==> config.mk <==
export PLATFORM = sky130hd
export DESIGN_NAME = pi_code_ctrl
export DESIGN_NICKNAME = d
export VERILOG_FILES = /design/src/rtl/pi_code_ctrl.sv
export SDC_FILE = /design/constraint.sdc
export NUM_CORES = 1
export LEC_CHECK = 0
export CAP_MARGIN = 20
export CORE_ASPECT_RATIO = 1.75
export CORE_MARGIN = 2
export CORE_UTILIZATION = 60
export CTS_BUF_LIST = sky130_fd_sc_hd__clkbuf_4 sky130_fd_sc_hd__clkbuf_8
export CTS_CLUSTER_DIAMETER = 60
export CTS_CLUSTER_SIZE = 20
export DETAILED_ROUTE_END_ITERATION = 7
export GPL_TIMING_DRIVEN = 0
export MAX_ROUTING_LAYER = met4
export PLACE_DENSITY = 0.84
export SYNTH_ARGS = -nofsm -noshare
export SYNTH_HDL_FRONTEND = slang
export SYNTH_SLANG_ARGS = --single-unit
==> constraint.sdc <==
create_clock -name clk -period 17.6 [get_ports clk]
set_clock_uncertainty 0.1 [all_clocks]
set_input_delay 4.4 -clock clk [delete_from_list [all_inputs] [get_ports clk]]
set_output_delay 4.4 -clock clk [all_outputs]
set_load 0.05 [all_outputs]
==> src/rtl/pi_code_ctrl.sv <==
`default_nettype none
// ============================================================================
// Module   : pi_code_ctrl
// Brief    : CDR loop controller. Bang-bang votes are accumulated over fixed
//            windows and fed to a 2nd-order filter that steers a wrapping PI code.
// Revision : 1.0  initial release
// ============================================================================
module pi_code_ctrl #(
  parameter int CODE_W    = 11,
  parameter int WIN       = 16,
  parameter int KP        = 4,
  parameter int KI_SHIFT  = 4,
  parameter int FREQ_W    = 16,
  parameter int LOCK_CNT  = 32,
  parameter int INIT_CODE = 0
) (
  input  logic                     clk,
  input  logic                     rst_n,
  input  logic                     en,
  input  logic                     vote_valid,
  input  logic                     vote_up,
  input  logic                     vote_dn,
  input  logic                     freeze,
  input  logic                     load,
  input  logic [CODE_W-1:0]        load_code,
  output logic [CODE_W-1:0]        pi_code,
  output logic                     code_upd,
  output logic signed [FREQ_W-1:0] freq_acc,
  output logic                     locked
);

  localparam int c_NET_W  = $clog2(WIN) + 2;
  localparam int c_CNT_W  = $clog2(WIN);
  localparam int c_LCK_W  = $clog2(LOCK_CNT + 1);
  localparam int c_BASE_W = (FREQ_W > CODE_W) ? FREQ_W : CODE_W;
  localparam int c_STEP_W = c_BASE_W + $clog2(KP + 1) + 2;

  localparam logic [CODE_W-1:0]          c_INIT     = CODE_W'(INIT_CODE);
  localparam logic signed [FREQ_W:0]     c_FMAX     = (FREQ_W+1)'(2**(FREQ_W-1) - 1);
  localparam logic signed [FREQ_W:0]     c_FMIN     = -c_FMAX;
  localparam logic signed [c_STEP_W-1:0] c_KP       = c_STEP_W'(KP);
  localparam logic [c_NET_W-1:0]         c_QTR      = c_NET_W'(WIN / 4);
  localparam logic [c_NET_W-1:0]         c_HALF     = c_NET_W'(WIN / 2);
  localparam logic [c_CNT_W-1:0]         c_LAST     = c_CNT_W'(WIN - 1);
  localparam logic [c_LCK_W-1:0]         c_LCK_MAX  = c_LCK_W'(LOCK_CNT);

  typedef enum logic [1:0] {
    S_IDLE    = 2'd0,
    S_COLLECT = 2'd1,
    S_UPDATE  = 2'd2
  } state_t;

  state_t                     r_state, w_state_nx;
  logic [CODE_W-1:0]          r_pi_code, w_code_nx;
  logic signed [FREQ_W-1:0]   r_freq, w_freq_nx;
  logic                       r_upd, w_upd_nx;
  logic                       r_locked, w_locked_nx;
  logic signed [c_NET_W-1:0]  r_net, w_net_nx;
  logic [c_CNT_W-1:0]         r_cnt, w_cnt_nx;
  logic [c_LCK_W-1:0]         r_lcnt, w_lcnt_nx;

  logic signed [c_NET_W-1:0]  w_delta;
  logic signed [1:0]          w_dir;
  logic [c_NET_W-1:0]         w_abs;
  logic signed [FREQ_W:0]     w_fsum;
  logic signed [FREQ_W-1:0]   w_freq_n;
  logic signed [c_STEP_W-1:0] w_fext;
  logic signed [c_STEP_W-1:0] w_kp_term;
  logic signed [c_STEP_W-1:0] w_step;
  logic [CODE_W-1:0]          w_code_sum;
  logic [c_LCK_W-1:0]         w_lcnt_inc;

  // Loop-filter datapath, consumed only in the UPDATE cycle.
  always_comb begin
    w_delta = '0;
    if (vote_up && !vote_dn)
      w_delta = c_NET_W'(1);
    else if (vote_dn && !vote_up)
      w_delta = '1;

    w_dir = 2'sd0;
    if (r_net[c_NET_W-1])
      w_dir = -2'sd1;
    else if (r_net != '0)
      w_dir = 2'sd1;

    w_abs  = r_net[c_NET_W-1] ? c_NET_W'(-r_net) : c_NET_W'(r_net);
    w_fsum = $signed({r_freq[FREQ_W-1], r_freq}) + $signed({{(FREQ_W-1){w_dir[1]}}, w_dir});

    w_freq_n = w_fsum[FREQ_W-1:0];
    if (w_fsum > c_FMAX)
      w_freq_n = c_FMAX[FREQ_W-1:0];
    else if (w_fsum < c_FMIN)
      w_freq_n = c_FMIN[FREQ_W-1:0];

    w_fext    = {{(c_STEP_W-FREQ_W){w_freq_n[FREQ_W-1]}}, w_freq_n};
    w_kp_term = '0;
    if (w_dir == 2'sd1)
      w_kp_term = c_KP;
    else if (w_dir == -2'sd1)
      w_kp_term = -c_KP;

    w_step     = w_kp_term + (w_fext >>> KI_SHIFT);
    w_code_sum = r_pi_code + w_step[CODE_W-1:0];
    w_lcnt_inc = (r_lcnt == c_LCK_MAX) ? r_lcnt : r_lcnt + c_LCK_W'(1);
  end

  always_comb begin
    w_state_nx  = r_state;
    w_code_nx   = r_pi_code;
    w_freq_nx   = r_freq;
    w_upd_nx    = 1'b0;
    w_locked_nx = r_locked;
    w_net_nx    = r_net;
    w_cnt_nx    = r_cnt;
    w_lcnt_nx   = r_lcnt;

    if (!en) begin
      w_state_nx  = S_IDLE;
      w_net_nx    = '0;
      w_cnt_nx    = '0;
      w_lcnt_nx   = '0;
      w_locked_nx = 1'b0;
      if (load) begin
        w_code_nx = load_code;
        w_upd_nx  = 1'b1;
      end
    end else if (load) begin
      w_state_nx  = S_COLLECT;
      w_code_nx   = load_code;
      w_freq_nx   = '0;
      w_upd_nx    = 1'b1;
      w_net_nx    = '0;
      w_cnt_nx    = '0;
      w_lcnt_nx   = '0;
      w_locked_nx = 1'b0;
    end else begin
      case (r_state)
        S_IDLE: w_state_nx = S_COLLECT;
        S_COLLECT: begin
          if (vote_valid && !freeze) begin
            w_net_nx = r_net + w_delta;
            w_cnt_nx = r_cnt + c_CNT_W'(1);
            if (r_cnt == c_LAST)
              w_state_nx = S_UPDATE;
          end
        end
        S_UPDATE: begin
          w_state_nx = S_COLLECT;
          w_freq_nx  = w_freq_n;
          w_code_nx  = w_code_sum;
          w_upd_nx   = (w_step != '0);
          w_net_nx   = '0;
          w_cnt_nx   = '0;
          w_lcnt_nx  = (w_abs <= c_QTR) ? w_lcnt_inc : '0;
          if (w_lcnt_nx >= c_LCK_MAX)
            w_locked_nx = 1'b1;
          // Large error drops lock at once; mid-size error only restarts the count.
          if (w_abs > c_HALF)
            w_locked_nx = 1'b0;
        end
        default: w_state_nx = S_IDLE;
      endcase
    end
  end

  always_ff @(posedge clk or negedge rst_n) begin
    if (!rst_n) begin
      r_state   <= S_IDLE;
      r_pi_code <= c_INIT;
      r_freq    <= '0;
      r_upd     <= 1'b0;
      r_locked  <= 1'b0;
      r_net     <= '0;
      r_cnt     <= '0;
      r_lcnt    <= '0;
    end else begin
      r_state   <= w_state_nx;
      r_pi_code <= w_code_nx;
      r_freq    <= w_freq_nx;
      r_upd     <= w_upd_nx;
      r_locked  <= w_locked_nx;
      r_net     <= w_net_nx;
      r_cnt     <= w_cnt_nx;
      r_lcnt    <= w_lcnt_nx;
    end
  end

  assign pi_code  = r_pi_code;
  assign code_upd = r_upd;
  assign freq_acc = r_freq;
  assign locked   = r_locked;

endmodule
`default_nettype wire
# ---- Word-level counts from Yosys, hierarchy flattened
# Cells that the tools add are included.
dict set report word_totals {
  ff_bits 47
  out_inout_bits 29
}
dict set report classes {
  n_addsub 7
  order_cmp 5
  eq_ne 11
  muxes 42
  reduce_logical 17
}
# op n
set ops {}
lappend ops {{2-to-1 mux 6 bit} 11}
lappend ops {{2-to-1 mux 16 bit} 4}
lappend ops {{2-to-1 mux 11 bit} 4}
lappend ops {{2-to-1 mux 21 bit} 2}
lappend ops {{adder 21 x 12 -> 21 bit} 1}
lappend ops {{nonzero test 21 bit} 1}
lappend ops {{adder 16 x 2 -> 17 bit} 1}
lappend ops {{greater-than comparator 17 x 16 -> 1 bit, second input constant} 1}
lappend ops {{less-than comparator 17 x 16 -> 1 bit, second input constant} 1}
lappend ops {{2-to-1 mux 4 bit} 3}
lappend ops {{one-hot mux 6 bit (2 select lines)} 1}
lappend ops {{adder 11 bit} 1}
lappend ops {{2-to-1 mux 1 bit} 10}
lappend ops {{2-to-1 mux 2 bit} 5}
lappend ops {{AND reduction 2 bit} 5}
lappend ops {{!= test 4 x 1 -> 1 bit, second input constant} 2}
lappend ops {{!= test 4 bit, second input constant} 2}
lappend ops {{one-hot mux 4 bit (2 select lines)} 1}
lappend ops {{adder 6 x 1 -> 6 bit, second input constant} 1}
lappend ops {{adder 6 bit} 1}
lappend ops {{== test 6 bit, second input constant} 1}
lappend ops {{greater-or-equal comparator 6 bit, second input constant} 1}
lappend ops {{greater-than comparator 6 x 4 -> 1 bit, second input constant} 1}
lappend ops {{<= comparator 6 x 3 -> 1 bit, second input constant} 1}
lappend ops {{other kinds (13)} 20}

# ---- Logic depth before layout (Yosys ltp)
# Gate-level depths: netlist (run 1).
dict set report depth {
  word_depth 12
  mapped_depth 28
  ltp_nobuf 27
}

# ---- Worst setup path before layout (run 1)
# Ideal clock, no wire load.
dict set report synth_timing {
  path_kind {input port to flip-flop}
  start {in vote_up}
  end {reg r_net[5]}
  t_arrival_ns 5.949
  t_required_ns 17.365
  setup_slack_ns 11.415
  stages 11
  path_cell_list {inv_1 -> ha_1 -> ha_1 -> a21o_1 -> a21oi_1 -> o21bai_1 -> a21oi_1 -> xnor2_1 -> nor2_1 -> o21ai_0 -> o21ai_0}
}
dict set report synth_via {
  elab_chain_cells 9
  word_cells_on_any_way 10
  cone_classes {1 x add/sub; 6 x mux; 3 x reduce/logical}
}
# element line
set synth_lines {}
lappend synth_lines {{start: declaration} 21} ;# input logic vote_up,
lappend synth_lines {{zero test 1 bit} 78} ;# else if (vote_dn && !vote_up)
lappend synth_lines {{logical AND 1 bit} 78}
lappend synth_lines {{2-to-1 mux 6 bit} 78}
lappend synth_lines {{2-to-1 mux 6 bit (*)} 76} ;# if (vote_up && !vote_dn)
lappend synth_lines {{adder 6 bit (*)} 142} ;# w_net_nx = r_net + w_delta;
lappend synth_lines {{2-to-1 mux 6 bit (*)} 141} ;# if (vote_valid && !freeze) begin
lappend synth_lines {{one-hot mux 6 bit (2 select lines) (*)} 138} ;# case (r_state)
lappend synth_lines {{2-to-1 mux 6 bit (*)} 128} ;# end else if (load) begin
lappend synth_lines {{2-to-1 mux 6 bit (*)} 118} ;# if (!en) begin
lappend synth_lines {{end signal: assignment} 183} ;# r_net <= w_net_nx;
lappend synth_lines {{end: declaration} 58} ;# logic signed [c_NET_W-1:0] r_net, w_net_nx;
# Mark *: on every way between the ends. The rest lies on a longest branch, timed or not. The select of a mux whose other input is x is not followed.
# A chain may end at the register's enable or synchronous reset.

# ---- Final worst setup path (run 1)
dict set report layout_timing {
  start {reg r_net[5]}
  end {reg r_upd, in the netlist code_upd}
}
dict set report layout_via {
  elab_chain_cells 12
  word_cells_on_any_way 17
  cone_classes {2 x add/sub; 2 x order compare; 2 x eq/ne; 9 x mux; 2 x reduce/logical}
}
# element line
set layout_lines {}
lappend layout_lines {{nonzero test 6 bit} 84} ;# else if (r_net != '0)
lappend layout_lines {{2-to-1 mux 1 bit} 84}
lappend layout_lines {{2-to-1 mux 2 bit (*)} 82} ;# if (r_net[c_NET_W-1])
lappend layout_lines {{adder 16 x 2 -> 17 bit} 88} ;# w_fsum = $signed({r_freq[FREQ_W-1], r_freq}) + $signed({{(FREQ_W-1){w_dir[1]}}, w_dir});
lappend layout_lines {{less-than comparator 17 x 16 -> 1 bit} 93} ;# else if (w_fsum < c_FMIN)
lappend layout_lines {{2-to-1 mux 16 bit} 93}
lappend layout_lines {{2-to-1 mux 16 bit} 91} ;# if (w_fsum > c_FMAX)
lappend layout_lines {{adder 21 x 12 -> 21 bit (*)} 103} ;# w_step = w_kp_term + (w_fext >>> KI_SHIFT);
lappend layout_lines {{nonzero test 21 bit (*)} 152} ;# w_upd_nx = (w_step != '0);
lappend layout_lines {{2-to-1 mux 1 bit (*)} 138}
lappend layout_lines {{2-to-1 mux 1 bit (*)} 128}
lappend layout_lines {{2-to-1 mux 1 bit (*)} 118}
lappend layout_lines {{named net w_upd_nx} 56} ;# logic r_upd, w_upd_nx;
lappend layout_lines {{end signal: assignment} 181} ;# r_upd <= w_upd_nx;
lappend layout_lines {{end: declaration} 56}
# The timed path passes the listed nets; every way through them passes the cells marked *.

==> results.sh, run 1 <==
export IMPL_synth_top_area_share_pct=25.4
export IMPL_vias=4485
export IMPL_place_gp_congestion=0.965
export IMPL_tightestPinTransition_ns=0.759
export IMPL_firstDrtPassIters=5
export IMPL_worstHoldStart="r_lcnt[4]$_DFFE_PN0P_"
export IMPL_leakage_nw=2.46
export IMPL_synth_nets=620
export IMPL_crit_buf_inv=2
export IMPL_synthArstFlopShare_pct=100
export IMPL_fp_dieW_um=70.4
export IMPL_coreArea_um2=7510
export IMPL_crit_family="compound AO/OA/AOI/OAI gates"
export IMPL_synth_top_family_by_area="compound AO/OA/AOI/OAI gates"
export IMPL_setup_tns_final_ns=0
export IMPL_cts_buffers=5
export IMPL_htree_levels=2
export IMPL_fp_row_count=42
export IMPL_synth_most_common_cell="nor2_1"
export IMPL_syn_inst=549
export IMPL_synth_edf_count=0
export IMPL_wirelength_mm=12.5
export IMPL_path_cells="clkbuf_1 > nor3_1 > nand2_1 > ha_1 > fa_1 > a211oi_2 > o21a_1 > xor2_1 > o2111ai_1 > nor4b_2 > nand4_1 > a21oi_2 > buf_6 > a21oi_1 > ha_1 > fa_1 > a211oi_1 > nor2_1 > o21ai_0 > a22oi_1 > or4_1 > a2111oi_0 > a31oi_1 > or2_1"
export IMPL_vdd_drop_max_v=0.0000567
export IMPL_track_usage_pct=31.6
export IMPL_ys_seq_area_share_pct=25.4
export IMPL_setup_viol=0
export IMPL_synth_seq_cells=47
export IMPL_regToRegEndpoint="code_upd$_DFF_PN0_"
export IMPL_pwr_share_seq_pct=45.5
export IMPL_power_switching_uw=86.3
export IMPL_fin_crit_ns=7.56
export IMPL_ant_nets=0
export IMPL_yosys_area_top_type="dfrtp_1"
export IMPL_slowest_stage="dfrtp_1"
export IMPL_pwr_share_clk_pct=26.6
export IMPL_antenna_found_initial=0
export IMPL_period_share_pct=42.9
export IMPL_clockBufferDepth=2
export IMPL_status="finished, final reports clean"
export IMPL_cts_repair_resized=0
export IMPL_crit_arrival_ns=7.66
export IMPL_port_buffers=47
export IMPL_first_global_vias=4432
export IMPL_fmax_mhz=132
export IMPL_rsz0062_at_grt="no"
export IMPL_cp_max_fo=17
export IMPL_max_slew_margin_rel_pct=49.4
export IMPL_tritoncts="yes"
export IMPL_finalHoldViolations=0
export IMPL_hp_class="flip-flop to flip-flop"
export IMPL_synth_compound_area_share_pct=29.3
export IMPL_synth_fa_ha_area_share_pct=15.2
export IMPL_reg2reg_depth=24
export IMPL_critPathLaunch="r_net[5]$_DFFE_PN0P_"
export IMPL_drive_gt1_share_pct=7.95
export IMPL_wl_per_cell_um=18.1
export IMPL_path_clk_slew_ns=0.10
export IMPL_viasPerCell=6.48
export IMPL_n_fill_cell=632
export IMPL_detailedRoute_firstIterationViolations=257
export IMPL_final_max_slew_viol_count=0
export IMPL_worst_slack_ns=10.04
export IMPL_start_kind="flip-flop"
export IMPL_gr_total_overflow=0
export IMPL_combPwrFrac_pct=27.9
export IMPL_intPower_uw=167
export IMPL_ys_types=80
export IMPL_holdPathStages=1
export IMPL_ys_warn_count=0
export IMPL_yosys_area_share_xor_xnor_pct=5.11
export IMPL_r2r_slack_ns=10.04
export IMPL_path_class="flip-flop to flip-flop"
export IMPL_route_detailed_drc=0
export IMPL_cp_end_kind="flip-flop"
export IMPL_insertion_delay_ns=0.32
export IMPL_io_pins=48
export IMPL_netlist_area_um2=4630
export IMPL_pre_cts_ws_ns=10.15
export IMPL_num_antenna_cells=0
export IMPL_sw_frac_of_total_pct=34.0
export IMPL_initial_utilization_pct=61.6
export IMPL_drv_cap=0
export IMPL_synthMuxAreaShare_pct=1.13
export IMPL_max_stage_delay_ns=0.68
export IMPL_place_hpwl_mm=9.97
export IMPL_holdPathEnd="r_lcnt[4]$_DFFE_PN0P_"
export IMPL_cts_hold_buf=0
export IMPL_area_growth_pct=14.6
export IMPL_crit_cells=24
export IMPL_die_h_um=120
export IMPL_grt_max_degree=29
export IMPL_synth_simple_area_share_pct=19.1
export IMPL_nets=675
export IMPL_synth_area_per_cell_um2=8.44
export IMPL_cp_required_ns=17.70
export IMPL_dieArea_um2=8470
export IMPL_grt_pass1_wl_mm=20.9
export IMPL_cts_sinks=47
export IMPL_pwr_density_cell_nw_per_um2=47.7
export IMPL_synth_ff_type="dfrtp_1"
export IMPL_cts_root_buf="clkbuf_8"
export IMPL_postCtsSetupBuffers=0
export IMPL_rr_startpoint="r_net[5]$_DFFE_PN0P_"
export IMPL_yosys_top_cells_count="nor2_1, a21oi_1, ha_1, dfrtp_1, nand2_1"
export IMPL_synth_area_leaders="dfrtp_1, ha_1, a21oi_1, o21ai_0, nor2_1"
==> how the worst max path moves through the flow <==
| stage | end |
|---|---|
| 2_1_floorplan | r_net[5]$_DFFE_PN0P_ |
| 4_1_cts | code_upd$_DFF_PN0_ |
| 3_3_place_gp | code_upd$_DFF_PN0_ |
| 5_1_grt | code_upd$_DFF_PN0_ |
| 6_report | code_upd$_DFF_PN0_ |
| 3_5_place_dp | code_upd$_DFF_PN0_ |
==> per-layer routing <==
metal	part of all wire, %	up-vias	track usage (%)
met1	36	2151	33.0
met5	0	-	-
li1	-	2152	-
met3	3.1	40	2.75
met2	56	142	58.7
met4	3.9	0	15.0
==> worst register-to-register path: cells and delay by family (launching register included) <==
kind	cells	cell delay (ns)
AND/OR/NAND/NOR	7	1.84
flip-flops	1	0.68
XOR/XNOR	1	0.35
AO/OA/AOI/OAI	10	2.50
buffers and inverters	2	0.51
adder cells (fa/ha/maj)	4	1.47
==> cell type report <==
| cell class | instances | area [µm²] | share of cell area (%) |
|---|---|---|---|
| buffer | 18 | 115 | 2.17 |
| timing repair buffer | 48 | 485 | 9.14 |
| multi-input combinational | 457 | 3230 | 60.9 |
| tap | 88 | 110 | 2.07 |
| inverter | 27 | 106 | 2.00 |
| sequential | 47 | 1180 | 22.1 |
| clock inverter | 2 | 13.8 | 0.259 |
| clock buffer | 5 | 68.8 | 1.30 |
==> flip-flops by register name, indices dropped and copies added (netlist names) <==
| name | flops |
|---|---|
| r_cnt | 4 |
| locked | 1 |
| r_net | 6 |
| code_upd | 1 |
| r_lcnt | 6 |
| pi_code | 11 |
| freq_acc | 16 |
| r_state | 2 |
==> cell families after synthesis <==
logic type / after synthesis
adders and majority gates: 54
AOI/OAI and AO/OA: 198
and+or+nand+nor: 173
xor gates and xnor gates: 27
buffers and inverters: 45
muxes: 5
DFF: 47
==> cell usage in the layout, fill, tap and decap left out, drive strengths merged, types with 5 or more instances in the layout <==
master / instances
a21boi: 7
o31ai: 12
nand2: 46
o21a: 6
dfrtp: 47
nor3: 12
and3: 9
o211ai: 6
clkdlybuf4s50: 46
a21o: 13
ha: 48
xnor2: 17
o21bai: 5
a2111oi: 5
nand3: 15
inv: 27
or3: 5
o21ai: 47
buf: 10
a31oi: 8
xor2: 10
a21oi: 50
a211oi: 9
clkbuf: 15
or2: 6
or4: 5
nor2: 51
==> power groups by stage <==
stage,Clock [mW],Sequential [mW],Combinational (mW)
global placement,0,0.117,0.0678
finish,0.0674,0.115,0.0707
detailed placement,0,0.117,0.0703
CTS,0.0670,0.115,0.0707
global route,0.0709,0.116,0.0781
floorplan,0,0.126,0.0388
==> per-stage QoR <==
step | instances | cell area [µm²] | util [%] | hold WS [ns] | power, mW
5_1_grt | 692 | 5310 | 70.7 | 0.439 | 0.265
2_1_floorplan | 549 | 4630 | - | 0.367 | 0.165
6_report | 692 | 5310 | 70.7 | 0.423 | 0.253
3_3_place_gp | 684 | 5210 | 69.4 | 0.401 | 0.185
4_1_cts | 692 | 5310 | 70.7 | 0.421 | 0.253
3_5_place_dp | 685 | 5230 | 69.6 | 0.403 | 0.188
Power figures use the tool's default switching activity.
==> run 2: changes to the inputs <==
--- a/config.mk
+++ b/config.mk
@@ -8,14 +8,14 @@
 export CAP_MARGIN = 20
 export CORE_ASPECT_RATIO = 1.75
 export CORE_MARGIN = 2
-export CORE_UTILIZATION = 60
+export CORE_UTILIZATION = 54
 export CTS_BUF_LIST = sky130_fd_sc_hd__clkbuf_4 sky130_fd_sc_hd__clkbuf_8
 export CTS_CLUSTER_DIAMETER = 60
 export CTS_CLUSTER_SIZE = 20
 export DETAILED_ROUTE_END_ITERATION = 7
 export GPL_TIMING_DRIVEN = 0
 export MAX_ROUTING_LAYER = met4
-export PLACE_DENSITY = 0.84
+export PLACE_DENSITY = 0.8
 export SYNTH_ARGS = -nofsm -noshare
 export SYNTH_HDL_FRONTEND = slang
 export SYNTH_SLANG_ARGS = --single-unit
==> constraint.sdc (replaced) <==
create_clock -name clk -period 6.3 [get_ports clk]
set_clock_uncertainty 0.1 [all_clocks]
set_input_delay 1.575 -clock clk [delete_from_list [all_inputs] [get_ports clk]]
set_output_delay 1.575 -clock clk [all_outputs]
set_load 0.05 [all_outputs]
==> results.sh, run 2 (same netlist as run 1, synthesis figures left out) <==
export IMPL_cts_hold_buf=0
export IMPL_drv_cap=0
export IMPL_vdd_drop_max_v=0.000205
export IMPL_fmax_mhz=163
export IMPL_path_clk_slew_ns=0.10
export IMPL_met3_usage_pct=2.78
export IMPL_grt_max_degree=39
export IMPL_place_area_um2=5260
export IMPL_ant_nets=0
export IMPL_fin_area_um2=5660
export IMPL_period_share_pct=97.4
export IMPL_largest_reg_flops=16
export IMPL_area_growth_pct=22.2
export IMPL_multi_input_area_um2=3380
export IMPL_clockBufferDepth=2
export IMPL_tightestPinTransition_ns=0.740
export IMPL_hp_class="flip-flop to flip-flop"
export IMPL_port_buffers=47
export IMPL_initial_utilization_pct=55.7
export IMPL_io_pins=48
export IMPL_cts_buffers=5
export IMPL_htree_levels=2
export IMPL_grtUsageMet2_pct=51.6
export IMPL_setup_viol=0
export IMPL_register_area_um2=1180
export IMPL_fp_row_count=44
export IMPL_setup_tns_final_ns=0
export IMPL_cts_sinks=47
export IMPL_cp_end_kind="flip-flop"
export IMPL_final_cell_mix="nor2_1, a21oi_1, clkdlybuf4s50_1"
export IMPL_max_slew_margin_rel_pct=50.3
export IMPL_nets=695
export IMPL_die_h_um=127
export IMPL_vias=4531
export IMPL_route_detailed_drc=0
export IMPL_busiest_layer="met2"
export IMPL_wirelength_mm=12.7
export IMPL_status="finished, final reports clean"
export IMPL_crit_arrival_ns=6.25
export IMPL_insertion_delay_ns=0.33
export IMPL_final_common_cell="nor2_1"
export IMPL_detailedRoute_firstIterationViolations=216
export IMPL_track_usage_pct=29.3
export IMPL_grt_pass1_wl_mm=21.1
export IMPL_cts_root_buf="clkbuf_8"
export IMPL_finalHoldViolations=0
export IMPL_cp_max_fo=7
export IMPL_num_antenna_cells=0
export IMPL_drive_gt1_share_pct=15.4
export IMPL_gr_total_overflow=0
export IMPL_met1_usage_pct=31.7
export IMPL_coreArea_um2=8310
export IMPL_tritoncts="yes"
export IMPL_pwr_density_cell_nw_per_um2=132
export IMPL_path_class="flip-flop to flip-flop"
export IMPL_place_gp_congestion=0.969
export IMPL_n_fill_cell=685
export IMPL_fin_hold_ws_ns=0.425
export IMPL_leakage_nw=2.58
export IMPL_firstDrtPassIters=5
export IMPL_final_max_slew_viol_count=0
export IMPL_fp_dieW_um=74.0
export IMPL_first_global_vias=4600
export IMPL_wl_per_cell_um=17.2
export IMPL_fin_crit_ns=6.14
export IMPL_start_kind="flip-flop"
export IMPL_antenna_found_initial=0
export IMPL_cp_required_ns=6.42
export IMPL_viasPerCell=6.12
export IMPL_dieArea_um2=9360
export IMPL_place_hpwl_mm=9.62
## run 2: where the power goes
| group | internal [mW] | switching, mW |
|---|---|---|
| sequential | 0.312 | 0.0107 |
| combinational | 0.0962 | 0.129 |
| clock | 0.0798 | 0.120 |
## run 2: what timing repair did
item,in CTS,in global routing
buffers inserted,6,15
setup endpoints to repair,9,7
pin swaps,6,19
gates resized for setup,22,17
## run 2: metrics by stage
step	cells	setup slack, ns	power, mW	util [%]
2_1_floorplan	549	0.144	0.460	-
3_5_place_dp	712	-1.05	0.525	63.3
3_3_place_gp	711	-0.971	0.518	63.1
5_1_grt	740	-0.0891	0.780	68.1
4_1_cts	726	0.00976	0.734	65.9
6_report	740	0.163	0.747	68.1
## run 2: worst max-delay path: stages (launching register included)
cell	delay, ns
dfrtp_2	0.45
inv_1	0.11
ha_4	0.16
inv_2	0.05
nor2_2	0.14
nand2_2	0.10
ha_4	0.18
fa_2	0.40
a211oi_4	0.33
o21a_2	0.24
xor2_2	0.20
o2111ai_2	0.17
nor4b_2	0.31
nand4_1	0.23
a21oi_4	0.22
buf_6	0.14
a21oi_1	0.05
ha_2	0.21
fa_2	0.40
a211oi_2	0.28
o21ai_1	0.12
a21o_1	0.19
a21o_1	0.21
or3_4	0.38
a2111oi_4	0.30
a31oi_1	0.11
or2_1	0.24
## run 2: final cells by class
type / instances / area share [%]
sequential: 47 / 20.9
multi-input combinational: 457 / 59.7
clock buffer: 5 / 1.22
inverter: 27 / 1.88
clock inverter: 3 / 0.398
buffer: 17 / 1.97
timing repair buffer: 69 / 11.4
tap: 115 / 2.54
## run 2: final timing paths
path | start | end | slack [ns] | cells after the start
max in group asynchronous | rst_n | r_net[5]$_DFFE_PN0P_ | 4.59 | 2
min in group asynchronous | rst_n | pi_code[7]$_DFFE_PN0P_ | 1.01 | 1
max reg2reg | r_net[1]$_DFFE_PN0P_ | code_upd$_DFF_PN0_ | 0.16 | 26
min | r_lcnt[4]$_DFFE_PN0P_ | r_lcnt[4]$_DFFE_PN0P_ | 0.42 | 1
max | r_net[1]$_DFFE_PN0P_ | code_upd$_DFF_PN0_ | 0.16 | 26
min reg2reg | r_lcnt[4]$_DFFE_PN0P_ | r_lcnt[4]$_DFFE_PN0P_ | 0.42 | 1
## run 2: metal layers
metal,part of all wire (%),routed length (µm),up-vias
li1,-,-,2189
met1,39,4920,2169
met2,54,6940,135
met3,3.1,394,38
met4,3.8,486,0
met5,0,0,-
